File: config.mk
export PLATFORM = sky130hd
export DESIGN_NAME = mem_copy_engine
export DESIGN_NICKNAME = d
export VERILOG_FILES = /design/src/rtl/mem_copy_engine.sv
export SDC_FILE = /design/constraint.sdc
export NUM_CORES = 1
export LEC_CHECK = 0
export BUFFER_PORTS_ARGS = -buffer_cell sky130_fd_sc_hd__buf_4
export CELL_PAD_IN_SITES_DETAIL_PLACEMENT = 1
export CELL_PAD_IN_SITES_GLOBAL_PLACEMENT = 1
export CORE_UTILIZATION = 25
export CTS_CLUSTER_DIAMETER = 150
export CTS_CLUSTER_SIZE = 30
export DETAILED_ROUTE_END_ITERATION = 10
export GPL_TIMING_DRIVEN = 0
export PLACE_DENSITY_LB_ADDON = 0.1
export SLEW_MARGIN = 5
export SYNTH_ARGS = -nofsm -noshare
export SYNTH_HDL_FRONTEND = slang
export SYNTH_SLANG_ARGS = --single-unit
File: constraint.sdc
create_clock -name Clock -period 3 [get_ports Clock]
set_input_delay 0.45 -clock Clock [delete_from_list [all_inputs] [get_ports Clock]]
set_output_delay 0.45 -clock Clock [all_outputs]
set_load 0.005 [all_outputs]
File: src/rtl/mem_copy_engine.sv
// mem_copy_engine: forward word-by-word memory copy (read cycle then write cycle per word).
module mem_copy_engine #(
  parameter int ADDR_W = 16,
  parameter int DATA_W = 16
) (
  input  logic              Clock,
  input  logic              Reset,
  input  logic              Start,
  input  logic [ADDR_W-1:0] SrcAddr,
  input  logic [ADDR_W-1:0] DstAddr,
  input  logic [15:0]       WordCount,
  output logic              Busy,
  output logic              Done,
  output logic [ADDR_W-1:0] MemAddress,
  output logic [DATA_W-1:0] MemWriteData,
  output logic              MemWrite,
  input  logic [DATA_W-1:0] MemReadData
);
  typedef enum logic [1:0] {IDLE, READ, WRITE, FIN} state_t;
  state_t              state_q, state_d;
  logic [ADDR_W-1:0]   src_q, src_d, dst_q, dst_d, addr_q, addr_d;
  logic [15:0]         rem_q, rem_d;
  logic [DATA_W-1:0]   buf_q, buf_d, wdata_q, wdata_d;
  logic                busy_q, busy_d, done_q, done_d, we_q, we_d;
  // Outputs are registered from the next state so they line up with the state they belong to.
  always_comb begin
    state_d = state_q;
    src_d   = src_q;
    dst_d   = dst_q;
    rem_d   = rem_q;
    buf_d   = buf_q;
    case (state_q)
      IDLE: if (Start) begin
        src_d   = SrcAddr;
        dst_d   = DstAddr;
        rem_d   = WordCount;
        state_d = (WordCount == 16'd0) ? FIN : READ;
      end
      READ: begin
        buf_d   = MemReadData;
        state_d = WRITE;
      end
      WRITE: begin
        src_d   = src_q + ADDR_W'(2);
        dst_d   = dst_q + ADDR_W'(2);
        rem_d   = rem_q - 16'd1;
        state_d = (rem_q == 16'd1) ? FIN : READ;
      end
      default: state_d = IDLE;
    endcase
    busy_d  = (state_d == READ) || (state_d == WRITE);
    done_d  = state_d == FIN;
    we_d    = state_d == WRITE;
    addr_d  = (state_d == READ) ? src_d : (state_d == WRITE) ? dst_d : '0;
    wdata_d = (state_d == WRITE) ? buf_d : '0;
  end
  always_ff @(posedge Clock or posedge Reset) begin
    if (Reset) begin
      state_q <= IDLE;
      src_q   <= '0;
      dst_q   <= '0;
      rem_q   <= '0;
      buf_q   <= '0;
      busy_q  <= 1'b0;
      done_q  <= 1'b0;
      we_q    <= 1'b0;
      addr_q  <= '0;
      wdata_q <= '0;
    end else begin
      state_q <= state_d;
      src_q   <= src_d;
      dst_q   <= dst_d;
      rem_q   <= rem_d;
      buf_q   <= buf_d;
      busy_q  <= busy_d;
      done_q  <= done_d;
      we_q    <= we_d;
      addr_q  <= addr_d;
      wdata_q <= wdata_d;
    end
  end
  assign Busy         = busy_q;
  assign Done         = done_q;
  assign MemWrite     = we_q;
  assign MemAddress   = addr_q;
  assign MemWriteData = wdata_q;
endmodule

==> flow_summary.rst <==
.. list-table::
   :header-rows: 1

   * - Metric
     - Value
   * - Placed cell area
     - ~5200 um^2
   * - Final HPWL from detailed placement
     - between 10000 and 15000 um
   * - Area share of the largest cell type after synthesis
     - roughly 52%
   * - Logic gate share of total power
     - 39.2%
   * - Clock network fraction of total power
     - roughly 22%
   * - Crit share post-route
     - 85.2%
   * - Wire length of the first global-routing pass
     - 22200 um
   * - Most instantiated flip-flop cell in the synthesis netlist
     - sky130_fd_sc_hd__dfrtp_1
   * - Worst Slack Setup Final
     - ~0.44 ns
   * - Io pins
     - 102
   * - CTS H-tree lvls
     - 3
   * - Synth-to-Final Area Change
     - 33.1%
   * - Worst supply voltage drop on vdd
     - approximately 0.00035 V
   * - Net switching share of the total power
     - between 40% and 50%
   * - Worst endpoint required time
     - 3.21 ns
   * - Accumulated negative setup slack
     - 0 ns
   * - Number of antenna repair diodes
     - 0
   * - Total DRC errors in the routed layout
     - 0
   * - Number of nets in the layout
     - 612
   * - Sort of element at the start of the critical path
     - flip-flop
   * - Yosys top cell by area
     - sky130_fd_sc_hd__dfrtp_1
   * - Clk sinks
     - 85
   * - Data arrival at the endpoint of the critical path
     - around 2.8 ns
   * - Clock tree buffer depth
     - 2
   * - Post-Layout Inst Area
     - between 5000 and 6000 um^2
   * - Resized cells post-CTS
     - 0
   * - Final Hold Slack
     - between 0.1 and 0.15 ns
   * - CP max FO
     - 10
   * - Number of storage elements in the synthesis netlist
     - 85
   * - Number of distinct standard cells referenced by the synthesized netlist
     - 52
   * - Number of flops mapped to enable cells by yosys
     - 0
   * - Power per cell area
     - a little under 1000 nW/um^2
   * - Endpoints failing setup
     - 0
   * - Die outline height
     - between 100 and 150 um
   * - Total of fill cells in the finished design
     - roughly 1900
   * - Core box area
     - between 15000 and 20000 um^2
   * - Setup WS pre-CTS
     - around 0.36 ns
   * - Share of the yosys chip area belonging to registers
     - around half
   * - Worst clock skew
     - 0.00948 ns
   * - Int Power
     - between 3 and 4 mW
   * - Worst-case headroom to the max-slew limit
     - between 30% and 40%
   * - Starting density of the core
     - 25.8%
   * - Maximum frequency from static timing analysis
     - 391 MHz
   * - Destination of the worst register-to-register timing path
     - rem_q[5]$_DFFE_PP0P_
   * - Result of the run
     - finished, final reports clean
   * - Buffer type at the clock tree root
     - sky130_fd_sc_hd__clkbuf_16
   * - Number of global-route vias before repair
     - 3846
   * - Kind of end point of the critical path
     - flip-flop
   * - Global router's overall resource usage
     - ~18%
   * - DRC marker count from the first detailed-route iteration
     - about 150
   * - Chip width
     - around 130 um
   * - Synthesized netlist cell count
     - approximately 430
   * - Setup slack, reg-to-reg
     - between 0.4 and 0.5 ns
   * - Standard-cell row count
     - 46
   * - Post-CTS clock slew at the launch and capture registers of the worst setup and hold paths
     - 0.07 ns
   * - Share of post-route cells with drive strength above 1
     - 24.0%
   * - Async set or reset register ratio after synthesis
     - 100%
   * - Antenna violations before repair
     - 0
   * - Clock latency on the worst-skew pair
     - ~0.35 ns
   * - Pin count of the biggest net entering global routing
     - 57
   * - Die area
     - between 15000 and 20000 um^2
   * - Worst hold-check path type
     - input port to async pin
   * - Reported net switching power
     - about 2.2 mW
   * - FF-to-FF path depth
     - 7
   * - Total global routing overflow
     - 0
   * - Total wirelength of the detailed-routed design
     - 14500 um
   * - RSZ-0062 raised after global routing
     - false
   * - Vias after detailed routing
     - ~3800
   * - Average via count per standard cell
     - around 5.0
   * - Count of input and output buffers
     - around 100
   * - Share of total power in sequential cells
     - roughly two fifths
   * - Lkg Pwr
     - around 2.4 nW
   * - Count of non-filler cells in the finished layout
     - 762
   * - Synth top cells by count
     - sky130_fd_sc_hd__dfrtp_1, sky130_fd_sc_hd__a21oi_1, sky130_fd_sc_hd__nand2_1
   * - Number of maximum-capacitance constraint violations
     - 0
   * - Slew Limit Fails
     - 0
   * - Number of hold violations in the final report
     - 0
   * - Total clock buffers created by CTS
     - 9
   * - GPL Wtd Cong
     - between 0.7 and 0.8
   * - Hold buffer count at CTS
     - 0
   * - Avg Synthesized Cell Area
     - slightly below 10 um^2
   * - WL/cell
     - 19.0 um
   * - Drt first pass iters
     - 4
   * - Kind of critical path
     - flip-flop to flip-flop
   * - Most common cell in the netlist
     - sky130_fd_sc_hd__dfrtp_1
   * - Cells after DPL
     - 746
   * - Net Count, Synth
     - about 500
   * - Post CTS Setup Buffer Count
     - 0
   * - TritonCTS clock tree
     - done
   * - Total of warnings raised by yosys
     - 0
   * - Cell types occupying the most area after synthesis
     - sky130_fd_sc_hd__dfrtp_1, sky130_fd_sc_hd__a21oi_1, sky130_fd_sc_hd__nand2_1
   * - Final Power
     - 5.35 mW
   * - Slew at the pin with the worst max-slew slack
     - 0.903 ns
   * - Beginning of the worst register-to-register path
     - state_q[1]$_DFF_PP0_
   * - Number of nets still failing antenna checks after routing
     - 0
   * - Post-Synthesis Cell Area
     - a little over 4000 um^2
   * - Final critical-path required period
     - around 2.6 ns
   * - Core utilization of the finished layout
     - 34.3%
## critical path: stages (launching register included)
cell	delay (ns)
sky130_fd_sc_hd__dfrtp_1	0.36
sky130_fd_sc_hd__buf_2	0.17
sky130_fd_sc_hd__o21bai_1	0.52
sky130_fd_sc_hd__clkbuf_1	0.58
sky130_fd_sc_hd__buf_1	0.51
sky130_fd_sc_hd__a21oi_1	0.09
sky130_fd_sc_hd__nor2_1	0.11
sky130_fd_sc_hd__a21oi_1	0.05
## kinds of logic (layout without fill, tap and decap cells)
group,count (synthesis),count (layout),share of synthesized area [%]
adders and majority gates,4,4,1.21
AOI/OAI and AO/OA,130,130,21.3
xor gates and xnor gates,6,6,1.27
and+or+nand+nor,159,159,20.6
DFF,85,85,51.5
buffers and inverters,44,162,4.12
## area by class of cell
class,count,area [um^2],area share [%]
Tap cell,216,270,4.92
Inverter,16,62.6,1.14
Clock inverter,7,82.6,1.50
Clock buffer,9,225,4.10
Multi-Input combinational cell,299,1830,33.3
Sequential cell,85,2130,38.7
Buffer,28,110,2.00
Timing Repair Buffer,102,786,14.3
## power by group through the flow
stage                     sequential (mW)  combinational, mW  clock [mW]
final                                2.07               2.10        1.19
after global routing                 2.14               2.35        1.26
after CTS                            2.07               2.14        1.22
after detailed placement             2.09               2.13           0
after global placement               2.07               2.08           0
after floorplan                      1.95               1.32           0
## how the worst max path moves through the flow
stage	startpoint	to	slack, ns
detailed placement	Start	rem_q[5]$_DFFE_PP0P_	0.36
global placement	Reset	dst_q[4]$_DFF_PP0_	-0.99
global route	state_q[1]$_DFF_PP0_	rem_q[5]$_DFFE_PP0P_	0.26
floorplan	Reset	Busy$_DFF_PP0_	0.36
CTS	state_q[1]$_DFF_PP0_	rem_q[5]$_DFFE_PP0P_	0.39
finish	state_q[1]$_DFF_PP0_	rem_q[5]$_DFFE_PP0P_	0.44
## per-layer routing
metal  up-vias  wire length, um  track usage (%)  share of wire (%)
li1       1820                -                -                  -
met1      1903             7000             24.3                 48
met2        87             6780             28.7                 47
met3        11              576             3.05                4.0
met4         0              149             4.87                1.0
met5         -                0                0                  0
## layout by cell type (no fill, tap or decap), drive strengths merged, types with 2 or more instances in the layout
master	n
a311oi	3
o22a	8
nor3b	5
a22o	15
a31oi	5
and3	3
nor2	24
o22ai	12
o31ai	2
clkinv	3
clkbuf	30
dfrtp	85
inv	19
a31o	2
or4	3
nand3	22
o311ai	5
a21oi	37
buf	109
and2	18
or3	2
a22oi	8
o211ai	4
and4b	2
o21ai	18
ha	4
nor3	12
a41oi	2
nor4	13
nand4	9
xor2	2
nand2b	4
nand2	37
xnor2	4
## state kept, by name, indices dropped and copies added (netlist names)
name          count
Busy              1
Done              1
MemAddress       16
MemWrite          1
MemWriteData     16
dst_q            16
rem_q            16
src_q            16
state_q           2
(Power assumes the default switching activity.)
